[src/rtl/saper_pkg.sv]
// Shared types and constants for the Saper game controller.
// Holds the state encoding, difficulty codes, default timing values and the per-level time limits.
package saper_pkg;

  typedef enum logic [2:0] {
    IDLE   = 3'd0,
    CLEAR  = 3'd1,
    PLAY   = 3'd2,
    SETTLE = 3'd3,
    WON    = 3'd4,
    LOST   = 3'd5
  } game_state_t;

  localparam logic [1:0] LVL_NONE   = 2'd0;
  localparam logic [1:0] LVL_EASY   = 2'd1;
  localparam logic [1:0] LVL_MEDIUM = 2'd2;
  localparam logic [1:0] LVL_HARD   = 2'd3;

  localparam int DEF_CLEAR_CYCLES  = 16;
  localparam int DEF_SETTLE_CYCLES = 2;
  localparam int DEF_TIME_MAX      = 999;
  localparam int TIME_W            = 10;

  localparam logic [TIME_W-1:0] TIME_LIMIT [4] = '{10'd999, 10'd300, 10'd600, 10'd999};

  function automatic logic [TIME_W-1:0] time_limit(input logic [1:0] lvl);
    return TIME_LIMIT[lvl];
  endfunction

endpackage

[src/rtl/sec_counter.sv]
// Elapsed-seconds counter: counts tick_1s pulses while enabled and saturates at TIME_MAX.
// A clear takes priority over counting.
module sec_counter #(
  parameter int TIME_MAX = 999,
  parameter int W        = 10
) (
  input  logic         clk,
  input  logic         rst,
  input  logic         enable,
  input  logic         clear,
  input  logic         tick_1s,
  output logic [W-1:0] count
);

  always_ff @(posedge clk) begin
    if (rst || clear) begin
      count <= '0;
    end else if (enable && tick_1s && (count != W'(TIME_MAX))) begin
      count <= count + W'(1);
    end
  end

endmodule

[src/rtl/game_ctl.sv]
// Saper round sequencer: difficulty latch, board clear, play/settle/win/lose FSM and the seconds counter.
// Defining GAME_TIMEOUT_EN adds a per-level time limit that ends the round as LOST.
module game_ctl
  import saper_pkg::*;
#(
  parameter int CLEAR_CYCLES  = DEF_CLEAR_CYCLES,
  parameter int SETTLE_CYCLES = DEF_SETTLE_CYCLES,
  parameter int TIME_MAX      = DEF_TIME_MAX
) (
  input  logic              clk,
  input  logic              rst,
  input  logic [1:0]        level,
  input  logic              start,
  input  logic              reveal_valid,
  input  logic              reveal_mine,
  input  logic              flag_update,
  input  logic              game_won,
  input  logic              tick_1s,
  output logic [1:0]        level_q,
  output logic              board_clear,
  output logic              game_active,
  output logic              won,
  output logic              lost,
  output logic [TIME_W-1:0] elapsed_s
);

  localparam int CW = $clog2(CLEAR_CYCLES + 1);
  localparam int SW = $clog2(SETTLE_CYCLES + 1);

  game_state_t   state;
  game_state_t   next_state;
  logic [CW-1:0] clr_cnt;
  logic [SW-1:0] settle_cnt;

  logic restart;
  logic mine_hit;
  logic in_play;
  logic timeout;

  logic board_clear_d;
  logic game_active_d;
  logic won_d;
  logic lost_d;

  assign restart  = start && (level != LVL_NONE);
  assign mine_hit = reveal_valid && reveal_mine;
  assign in_play  = (state == PLAY) || (state == SETTLE);

`ifdef GAME_TIMEOUT_EN
  // Fires on the tick that brings elapsed_s up to the level's limit, together with that increment.
  assign timeout = in_play && tick_1s && ((elapsed_s + TIME_W'(1)) == time_limit(level_q));
`else
  assign timeout = 1'b0;
`endif

  always_ff @(posedge clk) begin
    if (rst) begin
      state       <= IDLE;
      board_clear <= 1'b0;
      game_active <= 1'b0;
      won         <= 1'b0;
      lost        <= 1'b0;
    end else begin
      state       <= next_state;
      board_clear <= board_clear_d;
      game_active <= game_active_d;
      won         <= won_d;
      lost        <= lost_d;
    end
  end

  always_comb begin
    next_state = state;
    if (start) begin
      next_state = restart ? CLEAR : IDLE;
    end else begin
      case (state)
        CLEAR: begin
          if (clr_cnt == '0) next_state = PLAY;
        end
        PLAY: begin
          if (mine_hit || timeout) next_state = LOST;
          else if (flag_update)    next_state = SETTLE;
        end
        SETTLE: begin
          // game_won is only trusted on the last settle cycle; a fresh flag change restarts the wait.
          if (mine_hit || timeout)        next_state = LOST;
          else if (flag_update)           next_state = SETTLE;
          else if (settle_cnt == SW'(1))  next_state = game_won ? WON : PLAY;
        end
        default: next_state = state;
      endcase
    end
  end

  always_comb begin
    board_clear_d = (next_state == CLEAR);
    game_active_d = (next_state == PLAY) || (next_state == SETTLE);
    won_d         = (next_state == WON);
    lost_d        = (next_state == LOST);
  end

  always_ff @(posedge clk) begin
    if (rst) begin
      level_q    <= LVL_NONE;
      clr_cnt    <= '0;
      settle_cnt <= '0;
    end else begin
      if (restart) begin
        level_q <= level;
        clr_cnt <= CW'(CLEAR_CYCLES - 1);
      end else if ((state == CLEAR) && (clr_cnt != '0)) begin
        clr_cnt <= clr_cnt - CW'(1);
      end

      if (!start && flag_update && (next_state == SETTLE)) begin
        settle_cnt <= SW'(SETTLE_CYCLES);
      end else if ((state == SETTLE) && (settle_cnt != '0)) begin
        settle_cnt <= settle_cnt - SW'(1);
      end
    end
  end

  sec_counter #(
    .TIME_MAX (TIME_MAX),
    .W        (TIME_W)
  ) u_sec_counter (
    .clk     (clk),
    .rst     (rst),
    .enable  (in_play),
    .clear   (restart),
    .tick_1s (tick_1s),
    .count   (elapsed_s)
  );

endmodule
[config.mk]
export PLATFORM = sky130hd
export DESIGN_NAME = game_ctl
export DESIGN_NICKNAME = d
export VERILOG_FILES = /design/src/rtl/saper_pkg.sv /design/src/rtl/sec_counter.sv /design/src/rtl/game_ctl.sv
export SDC_FILE = /design/constraint.sdc
export NUM_CORES = 1
export LEC_CHECK = 0
export ABC_AREA = 0
export ABC_CLOCK_PERIOD_IN_PS = 2300
export BUFFER_PORTS_ARGS = -buffer_cell sky130_fd_sc_hd__buf_2
export CORE_ASPECT_RATIO = 1.75
export CORE_MARGIN = 8
export CORE_UTILIZATION = 54
export CTS_CLUSTER_DIAMETER = 120
export DETAILED_ROUTE_END_ITERATION = 8
export GPL_TIMING_DRIVEN = 0
export PLACE_DENSITY = 0.82
export SETUP_SLACK_MARGIN = 0.02
export SLEW_MARGIN = 20
export SYNTH_ARGS = -nofsm -noshare
export SYNTH_HDL_FRONTEND = slang
export SYNTH_HIERARCHICAL = 1
export SYNTH_SLANG_ARGS = --single-unit
export TNS_END_PERCENT = 30
[constraint.sdc]
create_clock -name clk -period 2.3 [get_ports clk]
set_input_delay 0.345 -clock clk [delete_from_list [all_inputs] [get_ports clk]]
set_output_delay 0.345 -clock clk [all_outputs]
set_load 0.02 [all_outputs]
Yosys cells after proc, flatten, opt, wreduce, memory -nomap -nowiden
Cells that the tools add are included.
Word-level totals
  bits in registers: 26
  output and inout bits: 16
  word-level logic and storage cells: 58
Cells by class
  $add $sub $neg: 3
  equality and inequality tests: 10
  multiplexer cells: 14
  reduce and logical (&&, ||, !) cells: 20
Operators with widths (number)
  2-to-1 mux 3 bit: 8
  == test 3 x 2 -> 1 bit (second input constant): 4
  adder 10 x 1 -> 10 bit (second input constant): 1
  inequality test 10 bit (second input constant): 1
  one-hot mux 3 bit (3 select lines): 1
  logical AND 1 bit: 8
  2-to-1 mux 4 bit: 2
  nonzero test 2 bit: 4
  == test 3 x 1 -> 1 bit (second input constant): 2
  == test 3 bit (second input constant): 2
  zero test 5 bit: 1
  nonzero test 5 bit: 1
  subtractor 5 x 1 -> 5 bit (second input constant): 1
  2-to-1 mux 2 bit: 2
  OR reduction 2 bit: 2
  logical OR 1 bit: 3
  == test 2 x 1 -> 1 bit (second input constant): 1
  subtractor 2 x 1 -> 2 bit (second input constant): 1
  zero test 1 bit: 1
  2-to-1 mux 1 bit: 1

Longest topological paths before layout
Gate-level depths: netlist (run 1).
  depth after elaboration: 9
  gate-level depth with buffers: 6

Cells and area by module
Netlist (run 1), hierarchy kept.
By module, submodules not included
  game_ctl: times used 1, cells each 91, area an instance 850.8 µm², sequential area each 320.3 µm²
  sec_counter: times used 1, cells each 66, area an instance 575.6 µm², sequential area each 200.2 µm²

Least setup slack after synthesis (run 1)
Ideal clock, no wire load.
  path kind: input to register
  start: in level[1]
  end: reg u_sec_counter.count[0]
  arrival: 1.761 ns
  required time: 2.205 ns
  slack: 0.443 ns
  stages on the path: 6
  buffers on the path: 1
  cell sequence: o21ai_1 inv_2 or2_1 buf_6 or4_1 o311ai_1
Between the ends
  cells in the longest elaborated chain, start to end: 3
RTL lines
  start: declaration: line game_ctl.sv:12  | input logic [1:0] level,
  nonzero test 2 bit: line game_ctl.sv:45  | assign restart = start && (level != LVL_NONE);
  logical AND 1 bit: line game_ctl.sv:45
  via restart: line game_ctl.sv:35  | logic restart;
  logical OR 1 bit: line sec_counter.sv:16  | if (rst || clear) begin
  end signal: assignment: line sec_counter.sv:19  | count <= count + W'(1);
  end: declaration: line sec_counter.sv:12  | output logic [W-1:0] count
The timed path passes the listed nets, and every way through them passes these cells.
A chain may end at the register's enable or synchronous reset.

Worst setup path in the final report (run 1)
Ends and elaborated chain as after synthesis.

==> results.sh, run 1 <==
export IMPL_post_route_util_pct=66.4
export IMPL_max_slew_margin_rel_pct=64.0
export IMPL_pin_count_of_the_biggest_net_entering_global_routing=16
export IMPL_max_cap_violations=0
export IMPL_floorplan_io_pins=26
export IMPL_resize_count_post_cts=0
export IMPL_cp_required_ps=2480
export IMPL_route_detailed_vias_per_inst=6.24
export IMPL_finalCriticalPeriod_ps=1940
export IMPL_synth_cell_area_sq_um=1430
export IMPL_worst_setup_path_type="input port to flop"
export IMPL_mappedNetlistNets=172
export IMPL_crit_arrival_ps=2110
export IMPL_ys_dominant_reg_cell="sky130_fd_sc_hd__dfxtp_1"
export IMPL_globalRouteOverflowTotal=0
export IMPL_power_per_cell_area_nw_per_um2=590
export IMPL_synth_ff_latch_count=26
export IMPL_final_max_tran_viols=0
export IMPL_number_of_standard_cell_rows_in_the_floorplan=24
export IMPL_synth_cell_types=53
export IMPL_buffer_ports_inserted=25
export IMPL_drt_wl_total_um=3440
export IMPL_tightestPinTransition_ps=536
export IMPL_leakage_nw=0.664
export IMPL_die_h_um=84.0
export IMPL_area_delta_synth_final_pct=16.1
export IMPL_layout_common_cells="sky130_fd_sc_hd__buf_2, sky130_fd_sc_hd__dfxtp_1, sky130_fd_sc_hd__a21oi_1"
export IMPL_route_vias_total=1323
export IMPL_irDropWorstVdd_mv=0.398
export IMPL_cts_inserted_buffers=3
export IMPL_report_final_hold_viol_count=0
export IMPL_totalNegativeSetupSlack_ps=0
export IMPL_portion_of_the_post_synthesis_area_used_by_sequential_elements_pct=36.5
export IMPL_hold_class="input port to flop"
export IMPL_timing_fmax_mhz=517
export IMPL_fraction_of_layout_cells_with_a_size_suffix_above_1_pct=23.1
export IMPL_synthCells=157
export IMPL_layout_commonest_cell="sky130_fd_sc_hd__buf_2"
export IMPL_clk_insertion_delay_late_ps=270
export IMPL_fin_nets=202
export IMPL_sink_count_of_the_clock_tree=26
export IMPL_post_cts_hold_buffer_count=0
export IMPL_clock_transition_at_the_register_clock_pins_on_the_worst_setup_and_hold_paths_after_cts_ps=90
export IMPL_clock_root_buffer="sky130_fd_sc_hd__clkbuf_8"
export IMPL_ant_nets=0
export IMPL_detailedPlacementHpwl_um=2640
export IMPL_critical_path_max_fanout=8
export IMPL_number_of_enable_type_register_cells_in_the_synthesized_netlist=0
export IMPL_post_route_period_util_pct=84.2
export IMPL_cts_buffer_depth=2
export IMPL_die_area_sq_um=4610
export IMPL_outcome="finished, final reports clean"
export IMPL_placeableCoreArea_sq_um=2490
export IMPL_finalSetupViolCount=0
export IMPL_initial_antenna_violation_count=0
export IMPL_grt_pass1_vias=1366
export IMPL_detail_route_wl_per_cell_um=16.2
export IMPL_cts_repair_timing_setup_buffer_count=0
export IMPL_gp_routability_congestion=0.853
export IMPL_grt_pass1_wl_um=5610
export IMPL_drt_first_iter_violations=40
export IMPL_gr_usage_all_layers_pct=15.3
export IMPL_proportion_of_synthesized_flip_flops_having_asynchronous_set_or_reset_pct=0
export IMPL_yosys_warnings=6
export IMPL_worstSetupStartpointType="input port"
export IMPL_rsz0062_at_grt="no"
export IMPL_synthesis_area_per_instance_sq_um=9.09
export IMPL_drc_errors=0
export IMPL_antennaDiodeCount=0
export IMPL_initial_utilization_pct=57.2
export IMPL_cts_tree="built"
export IMPL_chipWidth_um=54.9
export IMPL_fin_worst_skew_ps=2.24
export IMPL_clock_tree_htree_level_count=1
export IMPL_drtPass1Iterations=4
export IMPL_end_kind="flop"
critical path, cell delays in order:
cell	delay, ps
sky130_fd_sc_hd__buf_2	100
sky130_fd_sc_hd__o21ai_1	440
sky130_fd_sc_hd__inv_2	180
sky130_fd_sc_hd__or2_1	280
sky130_fd_sc_hd__buf_6	140
sky130_fd_sc_hd__or4_1	520
sky130_fd_sc_hd__o311ai_1	100
power by group:
part | total [mW] | internal, mW | switching (mW)
sequential | 0.478 | 0.464 | 0.0141
combinational | 0.122 | 0.0522 | 0.0701
clock | 0.376 | 0.233 | 0.143
Yosys cell counts, types with 2 or more instances:
master                     instances  area (sq um)
sky130_fd_sc_hd__or3_1             2          12.5
sky130_fd_sc_hd__nand2_1          15          56.3
sky130_fd_sc_hd__xor2_1            3          26.3
sky130_fd_sc_hd__nor2_1            5          18.8
sky130_fd_sc_hd__o311ai_1          3          26.3
sky130_fd_sc_hd__a21oi_1          16          80.1
sky130_fd_sc_hd__nand3_1           5          25.0
sky130_fd_sc_hd__inv_1             8          30.0
sky130_fd_sc_hd__xnor2_1           2          17.5
sky130_fd_sc_hd__nor4_1            2          12.5
sky130_fd_sc_hd__o21ai_0           3          15.0
sky130_fd_sc_hd__nor4b_4           2          47.6
sky130_fd_sc_hd__dfxtp_1          26           521
sky130_fd_sc_hd__nor3b_1           2          15.0
sky130_fd_sc_hd__a22oi_1           2          15.0
sky130_fd_sc_hd__buf_6             2          22.5
sky130_fd_sc_hd__nand4_1           2          12.5
sky130_fd_sc_hd__nor3_1            5          25.0
sky130_fd_sc_hd__a211oi_1          2          15.0
sky130_fd_sc_hd__a31oi_1           2          12.5
sky130_fd_sc_hd__o31ai_1           4          30.0
sky130_fd_sc_hd__or4b_1            2          20.0
sky130_fd_sc_hd__ha_1              5          62.6
sky130_fd_sc_hd__o21a_1            2          15.0
sky130_fd_sc_hd__or4_1             6          45.0
sky130_fd_sc_hd__buf_2             2          10.0
per-layer routing:
| layer | wire, um | GRT usage (%) | up-vias |
|---|---|---|---|
| li1 | - | - | 643 |
| met1 | 1300 | 14.5 | 627 |
| met2 | 1930 | 28.7 | 47 |
| met3 | 158 | 3.04 | 6 |
| met4 | 50 | 5.86 | 0 |
| met5 | 0 | 0 | - |
per-stage QoR:
| step | instances | setup slack, ps | power, mW | instance area [sq um] | hold slack [ps] |
|---|---|---|---|---|---|
| 5_1_grt | 212 | 306 | 1.01 | 1660 | 317 |
| 6_report | 212 | 364 | 0.976 | 1660 | 318 |
| 3_5_place_dp | 208 | 98.0 | 0.608 | 1580 | 452 |
| 2_1_floorplan | 157 | 443 | 0.571 | 1430 | 419 |
| 4_1_cts | 212 | 389 | 0.980 | 1660 | 317 |
| 3_3_place_gp | 208 | 155 | 0.604 | 1580 | 441 |
final cells by class:
class | instances | area (sq um)
fillers | 225 | 837
well taps | 26 | 32.5
multi-input cells | 116 | 828
plain buffers | 6 | 43.8
clock inverters | 1 | 30.0
flip-flops and latches | 26 | 520
inverters | 9 | 33.8
clock buffers | 3 | 41.3
repair buffers | 25 | 125
path summary, 6_finish.rpt:
kind	depth (start not counted)	start	endpoint	slack, ps
worst min register to register	2	level_q[0]	level_q[0]	460
worst max register to register	5	state[1]	u_sec_counter/count[7]	440
worst max-delay path	7	level[1]	u_sec_counter/count[0]	360
worst min-delay path	3	level[0]	level_q[0]	320
registers in the layout, indices dropped and copies added, names as in the netlist:
name / flops
u_sec_counter/count: 10
settle_cnt: 2
game_active: 1
state: 3
clr_cnt: 5
won: 1
level_q: 2
lost: 1
board_clear: 1
cell families (layout without fill, tap and decap cells):
family	Yosys count	count (layout)	share of synthesized area [%]
AOI/OAI and AO/OA	39	39	17.5
muxes	1	1	0.702
buffers and inverters	15	44	5.44
adders and majority gates	5	5	4.39
DFF	26	26	36.5
and+or+nand+nor	66	66	32.4
xor gates and xnor gates	5	5	3.07
Power figures use the tool's default switching activity.
==> inputs of run 2 (changes only) <==
- ABC_CLOCK_PERIOD_IN_PS: 2300 -> 1700
- CORE_UTILIZATION: 54 -> 49
- PLACE_DENSITY: 0.82 -> 0.78
- clock period: 2.3 -> 1.7 ns (I/O delays scaled with it)
==> results.sh, run 2 (same netlist as run 1, synthesis figures left out) <==
export IMPL_clock_root_buffer="sky130_fd_sc_hd__clkbuf_8"
export IMPL_ant_nets=0
export IMPL_route_detailed_vias_per_inst=6.05
export IMPL_intPower_uw=923
export IMPL_chipWidth_um=56.8
export IMPL_critical_path_slowest_cell="sky130_fd_sc_hd__or4_1"
export IMPL_hold_class="input port to flop"
export IMPL_setup_ws_ps=61.6
export IMPL_finalCriticalPeriod_ps=1640
export IMPL_biggestRegsByFlops="u_sec_counter/count x10, clr_cnt x5, state x3"
export IMPL_drt_wl_total_um=3620
export IMPL_met3_usage_in_global_routing_pct=2.92
export IMPL_timing_fmax_mhz=610
export IMPL_layout_common_cells="sky130_fd_sc_hd__buf_2, sky130_fd_sc_hd__dfxtp_1, sky130_fd_sc_hd__a21oi_1"
export IMPL_critical_path_max_fanout=9
export IMPL_floorplan_io_pins=26
export IMPL_globalRouteOverflowTotal=0
export IMPL_worst_setup_path_type="flop to flop"
export IMPL_post_layout_instance_count_excluding_filler_cells=219
export IMPL_registers_top_by_ff_count="u_sec_counter/count"
export IMPL_critical_path_n_buffers_inverters=1
export IMPL_drt_first_iter_violations=42
export IMPL_grt_util_met2_pct=26.9
export IMPL_buffer_ports_inserted=25
export IMPL_clock_transition_at_the_register_clock_pins_on_the_worst_setup_and_hold_paths_after_cts_ps=90
export IMPL_finalPower_mw=1.24
export IMPL_end_kind="flop"
export IMPL_cts_buffer_depth=2
export IMPL_route_vias_total=1326
export IMPL_layout_commonest_cell="sky130_fd_sc_hd__buf_2"
export IMPL_drc_errors=0
export IMPL_timing_hold_ws_ps=246
export IMPL_power_per_cell_area_nw_per_um2=720
export IMPL_pre_cts_ws_ps=-196
export IMPL_sink_count_of_the_clock_tree=26
export IMPL_die_area_sq_um=4960
export IMPL_gp_routability_congestion=0.859
export IMPL_critical_path_cell_chain="buf_6 -> nor2b_4 -> nand4_1 -> or4_1 -> a21oi_1"
export IMPL_placeableCoreArea_sq_um=2860
export IMPL_rsz0062_at_grt="yes"
export IMPL_power_share_switching_pct=25.8
export IMPL_antennaDiodeCount=0
export IMPL_combinationalPowerShare_pct=15.3
export IMPL_cp_required_ps=1900
export IMPL_tightestPinTransition_ps=540
export IMPL_report_final_hold_viol_count=0
export IMPL_post_route_util_pct=60.4
export IMPL_initial_antenna_violation_count=0
export IMPL_grt_pass1_vias=1365
export IMPL_power_clock_fraction_pct=32.5
export IMPL_power_switching_uw=321
export IMPL_critical_path_top_delay_family="simple AND/OR/NAND/NOR gates"
export IMPL_clock_tree_htree_level_count=1
export IMPL_finalSetupViolCount=0
export IMPL_global_route_usage_met1_pct=13.3
export IMPL_power_sequential_fraction_pct=52.2
export IMPL_leakage_nw=0.690
export IMPL_gr_usage_all_layers_pct=14.2
export IMPL_initial_utilization_pct=49.8
export IMPL_area_delta_synth_final_pct=21.1
export IMPL_outcome="finished, final reports clean"
export IMPL_fin_worst_skew_ps=6.49
export IMPL_worstSetupStartpointType="flop"
export IMPL_detail_route_wl_per_cell_um=16.5
export IMPL_fraction_of_layout_cells_with_a_size_suffix_above_1_pct=31.4
export IMPL_detailedPlacementHpwl_um=2670
export IMPL_max_slew_margin_rel_pct=63.5
export IMPL_cts_tree="built"
export IMPL_timing_critical_path_slowest_cell_delay_ps=470
export IMPL_crit_arrival_ps=1840
export IMPL_cts_inserted_buffers=3
export IMPL_number_of_standard_cell_rows_in_the_floorplan=26
export IMPL_pin_count_of_the_biggest_net_entering_global_routing=15
export IMPL_final_max_tran_viols=0
export IMPL_grt_pass1_wl_um=5860
export IMPL_max_cap_violations=0
export IMPL_irDropWorstVdd_mv=0.585
export IMPL_dpl_cell_count=210
export IMPL_clk_insertion_delay_late_ps=280
export IMPL_die_h_um=87.4
export IMPL_fin_nets=207
export IMPL_largest_register_ff_count=10
export IMPL_drtPass1Iterations=4
export IMPL_post_cts_hold_buffer_count=0
export IMPL_grt_busiest_layer="met2"
export IMPL_post_route_period_util_pct=96.4
-- run 2: tightest hold or removal path: stages --
cell and delay (ps):
sky130_fd_sc_hd__buf_2 120, sky130_fd_sc_hd__nand2_1 60, sky130_fd_sc_hd__a21oi_1 50
-- run 2: power by group through the flow --
stage | registers (mW) | clock network [mW] | logic [mW]
CTS | 0.646 | 0.411 | 0.171
finish | 0.649 | 0.404 | 0.190
detailed placement | 0.660 | 0 | 0.163
global route | 0.652 | 0.443 | 0.210
floorplan | 0.664 | 0 | 0.109
global placement | 0.659 | 0 | 0.157
-- run 2: cell type report --
type,count,area (sq um)
fillers,263,1130
multi-input cells,116,872
flip-flops and latches,26,526
repair buffers,30,163
clock buffers,4,55.1
plain buffers,6,43.8
well taps,28,35.0
inverters,9,33.8
-- run 2: path summary, 6_finish.rpt --
path	to	from	slack, ps	cells past startpoint
setup reg to reg	u_sec_counter/count[7]	state[1]	60	5
hold / removal	level_q[1]	level[1]	250	3
setup / recovery	u_sec_counter/count[7]	state[1]	60	5
hold reg to reg	level_q[1]	level_q[1]	470	2
-- run 2: stage by stage --
stage / area [sq um] / setup TNS [ps]
after floorplan: 1430 / 0
after global placement: 1590 / -344
after detailed placement: 1590 / -665
after CTS: 1660 / 0
after global routing: 1730 / -13.6
final: 1730 / 0
-- run 2: what timing repair did --
item,CTS,global route
pin swaps,3,3
setup buffers,1,4
resized for setup,2,12
setup endpoints to repair,8,14
-- run 2: metal layers --
metal | vias up | wire, um
met5 | - | 0
met4 | 0 | 122
met3 | 11 | 112
met2 | 26 | 1980
met1 | 628 | 1410
li1 | 661 | -
